**src/rtl/mult8x8_accurate_pkg.sv**
```systemverilog
// Shared widths for the exact 8x8 unsigned multiplier.
package mult8x8_accurate_pkg;
    localparam int OP_W   = 8;
    localparam int PROD_W = 16;
endpackage

```
**src/rtl/full_adder.sv**
```systemverilog
// One-bit full adder cell used by the reduction tree and final adder.
module full_adder (
    input  logic a,
    input  logic b,
    input  logic cin,
    output logic s,
    output logic cout
);
    assign s    = a ^ b ^ cin;
    assign cout = (a & b) | (a & cin) | (b & cin);
endmodule

```
**src/rtl/mult8x8_accurate.sv**
```systemverilog
// Exact 8x8 unsigned multiplier: AND partial products, Wallace 3:2 tree,
// ripple carry-propagate adder, plus a one-cycle registered copy.
module mult8x8_accurate
    import mult8x8_accurate_pkg::*;
(
    input  logic              clk,
    input  logic              rst,
    input  logic [OP_W-1:0]   A,
    input  logic [OP_W-1:0]   B,
    input  logic              in_valid,
    output logic [PROD_W-1:0] P,
    output logic [PROD_W-1:0] P_reg,
    output logic              out_valid
);
    localparam int NCSA = 6;

    logic [PROD_W-1:0] pp    [OP_W];
    logic [PROD_W-1:0] csa_x [NCSA];
    logic [PROD_W-1:0] csa_y [NCSA];
    logic [PROD_W-1:0] csa_z [NCSA];
    logic [PROD_W-1:0] csa_s [NCSA];
    logic [PROD_W-1:0] csa_c [NCSA];
    logic [PROD_W-1:0] cpa_c;

    logic [PROD_W-1:0] p_reg_q, p_reg_d;
    logic              out_valid_q, out_valid_d;

    for (genvar i = 0; i < OP_W; i++) begin : g_pp
        assign pp[i] = {{OP_W{1'b0}}, A & {OP_W{B[i]}}} << i;
    end

    // Rows 8 -> 6 -> 4 -> 3 -> 2; the product fits in 16 bits, so carries
    // leaving bit 15 are always zero and are not kept.
    assign csa_x[0] = pp[0];    assign csa_y[0] = pp[1];    assign csa_z[0] = pp[2];
    assign csa_x[1] = pp[3];    assign csa_y[1] = pp[4];    assign csa_z[1] = pp[5];
    assign csa_x[2] = csa_s[0]; assign csa_y[2] = csa_c[0]; assign csa_z[2] = csa_s[1];
    assign csa_x[3] = csa_c[1]; assign csa_y[3] = pp[6];    assign csa_z[3] = pp[7];
    assign csa_x[4] = csa_s[2]; assign csa_y[4] = csa_c[2]; assign csa_z[4] = csa_s[3];
    assign csa_x[5] = csa_s[4]; assign csa_y[5] = csa_c[4]; assign csa_z[5] = csa_c[3];

    for (genvar k = 0; k < NCSA; k++) begin : g_csa
        assign csa_c[k][0] = 1'b0;
        for (genvar b = 0; b < PROD_W; b++) begin : g_bit
            if (b < PROD_W - 1) begin : g_fa
                full_adder u_fa (
                    .a    (csa_x[k][b]),
                    .b    (csa_y[k][b]),
                    .cin  (csa_z[k][b]),
                    .s    (csa_s[k][b]),
                    .cout (csa_c[k][b+1])
                );
            end else begin : g_top
                assign csa_s[k][b] = csa_x[k][b] ^ csa_y[k][b] ^ csa_z[k][b];
            end
        end
    end

    assign cpa_c[0] = 1'b0;
    for (genvar b = 0; b < PROD_W; b++) begin : g_cpa
        if (b < PROD_W - 1) begin : g_fa
            full_adder u_fa (
                .a    (csa_s[NCSA-1][b]),
                .b    (csa_c[NCSA-1][b]),
                .cin  (cpa_c[b]),
                .s    (P[b]),
                .cout (cpa_c[b+1])
            );
        end else begin : g_top
            assign P[b] = csa_s[NCSA-1][b] ^ csa_c[NCSA-1][b] ^ cpa_c[b];
        end
    end

    always_comb begin
        p_reg_d     = p_reg_q;
        out_valid_d = in_valid;
        if (in_valid) begin
            p_reg_d = P;
        end
    end

    always_ff @(posedge clk) begin
        if (rst) begin
            p_reg_q     <= '0;
            out_valid_q <= 1'b0;
        end else begin
            p_reg_q     <= p_reg_d;
            out_valid_q <= out_valid_d;
        end
    end

    assign P_reg     = p_reg_q;
    assign out_valid = out_valid_q;
endmodule

```
**config.mk**
```make
export PLATFORM = sky130hd
export DESIGN_NAME = mult8x8_accurate
export DESIGN_NICKNAME = d
export VERILOG_FILES = /design/src/rtl/mult8x8_accurate_pkg.sv /design/src/rtl/full_adder.sv /design/src/rtl/mult8x8_accurate.sv
export SDC_FILE = /design/constraint.sdc
export NUM_CORES = 1
export LEC_CHECK = 0
export CAP_MARGIN = 20
export CORE_MARGIN = 10
export CORE_UTILIZATION = 40
export DETAILED_ROUTE_END_ITERATION = 12
export GPL_ROUTABILITY_DRIVEN = 0
export PLACE_DENSITY = 0.66
export SKIP_CTS_REPAIR_TIMING = 1
export SYNTH_ARGS = -nofsm -noshare
export SYNTH_HDL_FRONTEND = slang
export SYNTH_SLANG_ARGS = --single-unit
```
**constraint.sdc**
```tcl
create_clock -name clk -period 17.7 [get_ports clk]
set_input_delay 3.54 -clock clk [delete_from_list [all_inputs] [get_ports clk]]
set_output_delay 3.54 -clock clk [all_outputs]
set_load 0.01 [all_outputs]
```
==> flow_summary.rst <==
.. list-table::
   :header-rows: 1

   * - Metric
     - Value
   * - Run status
     - complete, no violations
   * - R2r startpoint
     - P_reg[15]$_SDFFE_PP0P_
   * - Post-Route Setup TNS
     - 0 ps
   * - Worst Hold Class
     - register to register
   * - Worst skew pair latency
     - 240 ps
   * - Clock tree from TritonCTS
     - built
   * - Estimated wirelength of the detail-placed design
     - 4.30 mm
   * - Largest family of logic cells by synthesized area
     - adder cells
   * - Buffer type at the clock tree root
     - clkbuf_8
   * - Largest buffer count on any clock path
     - 2
   * - Share of synthesized cell area in full adder, half adder and majority cells
     - 48.0%
   * - Worst setup timing slack at the placement stage
     - 3280 ps
   * - Unrepaired setup endpoints after global routing
     - false
   * - Global-route usage over all layers
     - 10.6%
   * - Share of power burned in combinational logic
     - 75.0%
   * - Timing-limited maximum frequency
     - 69.6 MHz
   * - Most used cells in the layout excluding fill and tap cells
     - clkdlybuf4s50_1, fa_1, inv_1, and2_1, nand2_1
   * - Initial core utilization
     - 40.6%
   * - Die span in y
     - 97.1 um
   * - Share of the clock period used by the worst path after layout
     - 81.2%
   * - Yosys Warn Count
     - 0
   * - Clock group share of total power
     - 8.7%
   * - Sequential area share after synthesis
     - 14.3%
   * - R2R depth
     - 2
   * - PD cells
     - 109 mW/mm2
   * - Number of H-tree levels
     - 1
   * - Die extent in x
     - 97.1 um
   * - Startpoint of the most critical hold path
     - P_reg[0]$_SDFFE_PP0P_
   * - Maximum fanout along the worst path
     - 9
   * - Endpoint required time on the critical path
     - 14,160 ps
   * - Routed wire length per instance
     - 13.8 um
   * - Post-placement cell area
     - 0.00284 mm2
   * - Die Footprint
     - 0.00942 mm2
   * - Sw frac
     - 40.1%
   * - Core Box Area
     - 0.00585 mm2
   * - Layout-stage area growth over the synthesis result
     - 21.9%
   * - Mux cell area share after synthesis
     - 5.06%
   * - Post-route minimum period
     - 14,370 ps
   * - Reg2Reg Capture Point
     - P_reg[15]$_SDFFE_PP0P_
   * - Mean Syn Cell Area
     - 9.78 um2
   * - Leakage dissipation
     - 0.00137 uW
   * - Category of the most critical setup path
     - primary input to output port
   * - Internal power
     - 189 uW
   * - Actual slew at the worst max-slew pin
     - 676 ps
   * - Data arrival, critical path
     - 10,830 ps
   * - Hold slack final
     - 476 ps
   * - Final Instance Area
     - 0.00290 mm2
   * - Layout cells sized above 1
     - 2.86%
   * - Antenna violation net count after detailed routing
     - 0
   * - Synth cell types
     - 18
   * - Number of vias per cell
     - 4.72
   * - Worst Setup End Kind
     - output port
   * - Final setup slack of the worst path
     - 3330 ps
   * - Sequential Power Share
     - 16.2%
   * - Post-route insts no fill
     - 355
   * - First-pass iteration count of the detailed router
     - 4
   * - Initial DRC Count
     - 53
   * - Compound-cell area share of the yosys netlist
     - 1.79%
   * - Remaining routing DRC violations
     - 0
   * - Num rows
     - 28
   * - Synth Area in Simple Gates
     - 17.2%
   * - Switching pwr
     - 126 uW
   * - Final-report hold violation count
     - 0
   * - Placed insts
     - 350
   * - Worst max-slew margin expressed relative to the limit
     - 54.8%
   * - Highest ir drop seen on vdd
     - 0.0846 mV
   * - Flip-flop count of the largest register after layout
     - 16
   * - Wire length reported by the detailed router
     - 4.90 mm
   * - Max Cap Viol
     - 0
   * - Ant. Diodes
     - 0
   * - Clock-pin slew on the worst setup and hold paths
     - 60 ps
   * - Number of buffer cells added on primary ports
     - 51
   * - Type of element launching the critical path
     - primary input
   * - TritonCTS Buffers
     - 3
   * - Synth Area in XOR/XNOR
     - 0.369%
   * - Sink Count
     - 17
   * - Total standard cell area after synthesis
     - 0.00238 mm2
   * - Overflow after GRT
     - 0
   * - Ports
     - 52
   * - Largest net degree at the start of global routing
     - 22
   * - Antenna violations before repair
     - 0
   * - Vias in the first global route
     - 1,883
   * - FF-to-FF setup slack
     - 17,020 ps
   * - Synth Net Count
     - 325
   * - Nets
     - 363
   * - Number of cells on the worst hold path
     - 2
   * - Endpoints failing setup
     - 0
   * - Global-route wire length before repair
     - 8.56 mm
   * - Post-Syn Instances
     - 243
   * - Most frequent standard cell in the layout excluding fill and tap cells
     - clkdlybuf4s50_1
   * - Number of vias after detailed routing
     - 1,677
   * - Number of synthesized register bits
     - 17
   * - Endpoint of the worst hold-timing path
     - P_reg[0]$_SDFFE_PP0P_
   * - Final max-slew violation count
     - 0
   * - Setup Skew
     - 0 ps
## Yosys cell counts (all sizes together)
cell,count,area (um2)
nand2b,1,6.26
a21oi,1,5.00
fa,47,941
buf,19,145
mux2i,12,120
inv,45,169
xnor2,1,8.76
nor2,15,58.8
nand2,27,101
and2,37,231
ha,16,200
nand3,1,5.00
dfxtp,17,340
a211oi,3,37.5
nor2b,1,6.26
## metrics by stage
stage                     total power, uW  util (%)
after detailed placement              295      48.5
after global placement                292      48.5
after floorplan                       220         -
after CTS                             325      49.2
final                                 315      49.5
after global routing                  350      49.5
## critical path, cell delays in order
cell and delay (ps):
clkdlybuf4s50_1 640, nand2_1 140, fa_1 520, fa_1 550
inv_1 50, fa_1 470, ha_1 300, ha_1 190
inv_1 70, fa_1 180, fa_1 160, inv_1 50
fa_1 410, fa_1 460, fa_1 460, fa_1 460
fa_1 460, fa_1 460, fa_1 440, xnor2_1 260
inv_1 70, clkdlybuf4s50_1 480
## worst max-delay path by stage
stage	startpoint	end	cells after the start
2_1_floorplan	A[5]	P[15]	20
3_3_place_gp	B[0]	P[15]	22
3_5_place_dp	B[0]	P[15]	22
4_1_cts	B[0]	P[15]	22
5_1_grt	B[0]	P[15]	22
6_report	B[0]	P[15]	22
## kinds of logic (layout without fill, tap and decap cells)
group	after synthesis	after routing
fa+ha+maj	63	63
xor+xnor	1	1
flops	17	17
buf+inv	64	101
compound gates	4	4
simple gates	82	82
mux	12	12
## routing by layer
layer,track usage (%),part of all wire [%],vias to the layer above
met5,0,0,-
met4,1.36,0.55,0
met3,3.41,6.3,2
met2,18.1,52,44
met1,13.0,41,852
li1,-,-,779
## area by class of cell
| class | instances | area (um2) |
|---|---|---|
| timing repair buffer | 52 | 526 |
| inverter | 45 | 169 |
| sequential | 17 | 340 |
| fill | 563 | 2960 |
| tap | 75 | 93.8 |
| multi-input combinational | 162 | 1720 |
| clock buffer | 4 | 45.0 |
## power groups by stage
stage	registers, uW	logic, uW	clock network (uW)
floorplan	55.6	164	0
global placement	51.8	240	0
detailed placement	51.9	243	0
CTS	51.2	245	28.9
global route	52.1	266	31.4
finish	51.1	236	27.5
Note: power is estimated with default switching activity, not from simulation.
==> patch 1, RTL diff (same settings) <==
The package constant `PROD_W` goes from 16 to 32.
--- a/src/rtl/mult8x8_accurate_pkg.sv
+++ b/src/rtl/mult8x8_accurate_pkg.sv
@@ -1,6 +1,6 @@
 // Shared widths for the exact 8x8 unsigned multiplier.
 package mult8x8_accurate_pkg;
     localparam int OP_W   = 8;
-    localparam int PROD_W = 16;
+    localparam int PROD_W = 32;
 endpackage
 
Ports: changed (resized P and P_reg); port bits go from 52 to 84. No check against the original RTL was run, so the function may have changed too.
==> patch 1 against the original RTL <==
Combinational power is 2% higher; area after synthesis is 11% higher; wire length is 12% higher; count of clock-buffer cells in the layout stayed put; power is 3.7% higher; highest routed layer unchanged; sequential share of layout area hardly changed; sequential cell count is 1 higher; design area is 5.9% higher; fmax is 1.7% higher; sequential power is 3.9% higher; worst setup slack better by 230 ps; critical path type unchanged; clock skew stayed put; register-to-register slack worse by 40 ps; synthesized cell count is 13% higher.
==> patch 1: results <==
export IMPL_synth_compound_area_share_pct=1.23
export IMPL_largest_reg_flops=17
export IMPL_io_buffers=53
export IMPL_synthCells=275
export IMPL_dr_max_layer_used="met4"
export IMPL_relSlewSlack_pct=48.6
export IMPL_place_area_um2=3000
export IMPL_worstPathArrival_ps=10590
export IMPL_dp_hpwl_mm=4.83
export IMPL_hold_class="reg -> reg"
export IMPL_wl_met1_mm=2.03
export IMPL_num_vias=1719
export IMPL_synth_adder_area_share_pct=43.6
export IMPL_first_pass_iters=4
export IMPL_grt_max_degree=21
export IMPL_synthMuxAreaShare_pct=5.29
export IMPL_synth_xor_area_share_pct=0
export IMPL_switchingPower_w=0.000131
export IMPL_via_per_inst=4.43
export IMPL_drtIter0Drc=27
export IMPL_leakage_nw=1.49
export IMPL_place_inst=383
export IMPL_use_met2_pct=20.4
export IMPL_routed_wl_mm=5.46
export IMPL_synth_area_leaders="fa_1 36%, dfxtp_1 14%, buf_4 14%, and2_1 8.5%, ha_1 8.0%"
export IMPL_n_fill_cell=622
export IMPL_met1_usage_pct=12.4
export IMPL_track_usage_pct=11.0
export IMPL_grt_pass1_wl_mm=9.32
export IMPL_vdd_drop_max_uv=128
export IMPL_grt_pass1_vias=1908
export IMPL_wl_met3_um=380
export IMPL_critPathMaxFanout=8
export IMPL_dp_slack_ps=3500
export IMPL_grt_util_met3_pct=3.20
export IMPL_htree_levels=1
export IMPL_ys_seq_area_share_pct=13.6
export IMPL_comb_power_share_pct=73.5
export IMPL_clock_latency_ps=250
export IMPL_outcome="finished, final reports clean"
export IMPL_synthDistinctLibCells=16
export IMPL_intPower_w=0.000196
export IMPL_nNetsFinal=395
export IMPL_synth_top_family_by_area="adder cells"
export IMPL_met2_length_mm=3.02
export IMPL_synth_common_cells="48 x buf_4, 47 x fa_1, 42 x inv_1, 36 x and2_1, 28 x nand2_1"
export IMPL_drive_gt1_share_pct=2.57
[patch 1: cell type report]
class / instances / area [µm²] / area share [%]
well taps: 77 / 96.3 / 3.14
flip-flops and latches: 18 / 360 / 11.8
repair buffers: 54 / 546 / 17.8
clock buffers: 4 / 55.1 / 1.80
multi-input cells: 193 / 1850 / 60.4
inverters: 42 / 158 / 5.14
[patch 1: final timing paths]
check                    to  startpoint  slack, ps
hold reg to reg   P_reg[11]   P_reg[11]        500
hold / removal    P_reg[11]   P_reg[11]        500
setup / recovery      P[15]        B[0]       3570
setup reg to reg   P_reg[0]    P_reg[0]      16980
[patch 1: worst max-delay path: stages]
cell and delay [ps]:
clkdlybuf4s50_1 640, nand2_1 130, fa_1 520, fa_1 540
inv_1 50, fa_1 470, ha_1 300, ha_1 170
inv_1 70, fa_1 200, fa_1 170, inv_1 50
fa_1 440, fa_1 460, fa_1 450, fa_1 390
fa_1 380, fa_1 380, fa_1 380, ha_1 310
clkdlybuf4s50_1 540
==> patch 2, RTL diff (config.mk and constraints unchanged) <==
Made on the original files. Reset style: asynchronous (`rst`), changed in one clocked block.
--- a/src/rtl/mult8x8_accurate.sv
+++ b/src/rtl/mult8x8_accurate.sv
@@ -78,7 +78,7 @@
         end
     end
 
-    always_ff @(posedge clk) begin
+    always_ff @(posedge clk or posedge rst) begin
         if (rst) begin
             p_reg_q     <= '0;
             out_valid_q <= 1'b0;
Function: changed (Yosys sat finds a counterexample within 4 cycles, from zero or initial values and one cycle with rst high; the reset may be asserted at any time).
==> patch 2 against the original RTL <==
Critical path type unchanged; worst setup slack better by 44 ps; clock power rose by 5%; sequential cell count unchanged; critical endpoint unchanged; power is 14% higher; wire length rose by 0.80%; core utilization is 0.091 points higher; critical path depth is 1 lower; via count fell by 6.1%; highest routed layer unchanged; area after synthesis increased by 2.2%; non-clock buffer count is 1 lower; design area increased by 1.4%.
==> patch 2: results <==
export IMPL_antenna_found_initial=0
export IMPL_synth_async_reset_ratio_pct=100
export IMPL_wl_met1_mm=2.09
export IMPL_synthCells=224
export IMPL_synthDominantCellAreaShare_pct=38.7
export IMPL_grt_pass1_vias=1862
export IMPL_outcome="finished, final reports clean"
export IMPL_place_inst=333
export IMPL_numCtsBuffers=3
export IMPL_critPathMaxFanout=8
export IMPL_met2_length_mm=2.50
export IMPL_drtIter0Drc=28
export IMPL_use_met2_pct=19.7
export IMPL_hold_class="reg -> reg"
export IMPL_nNetsFinal=345
export IMPL_synthDistinctLibCells=14
export IMPL_cpMaxStageDelayCell="clkdlybuf4s50_1"
export IMPL_wl_met3_um=282
export IMPL_critical_path_max_stage_delay_ps=630
export IMPL_n_fill_cell=577
export IMPL_routed_wl_mm=4.94
export IMPL_finClkSkew_ps=0
export IMPL_yosys_warnings=0
export IMPL_cts_root_buffer="clkbuf_8"
export IMPL_dr_max_layer_used="met4"
export IMPL_synth_common_cells="47 x fa_1, 45 x inv_1, 37 x and2_1, 27 x nand2_1, 17 x dfrtp_1"
export IMPL_syn_nets=306
export IMPL_vdd_drop_max_uv=153
export IMPL_largest_reg_flops=16
export IMPL_grt_pass1_wl_mm=9.00
export IMPL_clkTransAtPathRegs_ps=70
export IMPL_htree_levels=1
export IMPL_clock_latency_ps=250
export IMPL_met1_usage_pct=13.0
export IMPL_ys_seq_area_share_pct=17.5
export IMPL_worstPathArrival_ps=10780
export IMPL_first_pass_iters=3
export IMPL_drive_gt1_share_pct=7.25
export IMPL_grt_util_met3_pct=3.52
export IMPL_synth_area_leaders="fa_1 39%, dfrtp_1 18%, and2_1 9.5%, ha_1 8.2%, inv_1 7.0%"
export IMPL_num_vias=1574
export IMPL_tightest_slew_ps=896
export IMPL_diodes=0
export IMPL_io_buffers=51
export IMPL_finalNonFillerCells=337
export IMPL_dp_hpwl_mm=4.26
export IMPL_dominantRegCellSynth="dfrtp_1"
export IMPL_leakage_nw=1.42
export IMPL_track_usage_pct=11.2
export IMPL_clk_path_buf_depth=2
export IMPL_grt_max_degree=19
## patch 2: worst paths after layout
check	startpoint	endpoint	slack (ps)	cells past startpoint
worst max-delay path	A[5]	P[15]	3380	21
worst min-delay path	P_reg[2]	P_reg[2]	510	1
worst max register to register	P_reg[12]	P_reg[12]	16930	1
worst min register to register	P_reg[2]	P_reg[2]	510	1
max in group asynchronous	rst	P_reg[12]	13620	2
min in group asynchronous	rst	P_reg[8]	3670	2
## patch 2: area by class of cell
type                            count  share of cell area [%]
Clock buffer                        3                    1.41
Timing Repair Buffer               51                    17.4
Clock inverter                      1                   0.171
Multi-Input combinational cell    145                    57.6
Sequential cell                    17                    14.5
Inverter                           45                    5.75
Tap cell                           75                    3.20
## patch 2: cells by family after synthesis
group,count (synthesis),synth area share (%)
simple gates,65,13.9
fa+ha+maj,63,47.0
flops,17,17.5
mux,15,8.19
buf+inv,62,12.9
compound gates,1,0.206
xor+xnor,1,0.361
## patch 2: through the flow
stage | area [µm²] | util, % | hold slack [ps] | setup slack [ps] | power, W
floorplan | 2430 | - | 551 | 4760 | 0.000247
global placement | 2890 | 48.8 | 492 | 3460 | 0.000337
detailed placement | 2890 | 48.8 | 495 | 3360 | 0.000339
CTS | 2940 | 49.6 | 510 | 3320 | 0.000370
global route | 2940 | 49.6 | 524 | 2940 | 0.000402
finish | 2940 | 49.6 | 506 | 3380 | 0.000360
## patch 2: worst max-delay path: cells and delay by family
kind                     cells  cell delay [ps]
adder cells (fa/ha/maj)     14             5510
XOR/XNOR                     1              210
buffers and inverters        5             1370
AND/OR/NAND/NOR              1              130
## patch 2: where the power goes
part	internal (W)	switching (W)	total, W
registers	0.0000548	0.00000770	0.0000625
logic	0.000152	0.000116	0.000268
clock network	0.0000156	0.0000133	0.0000289
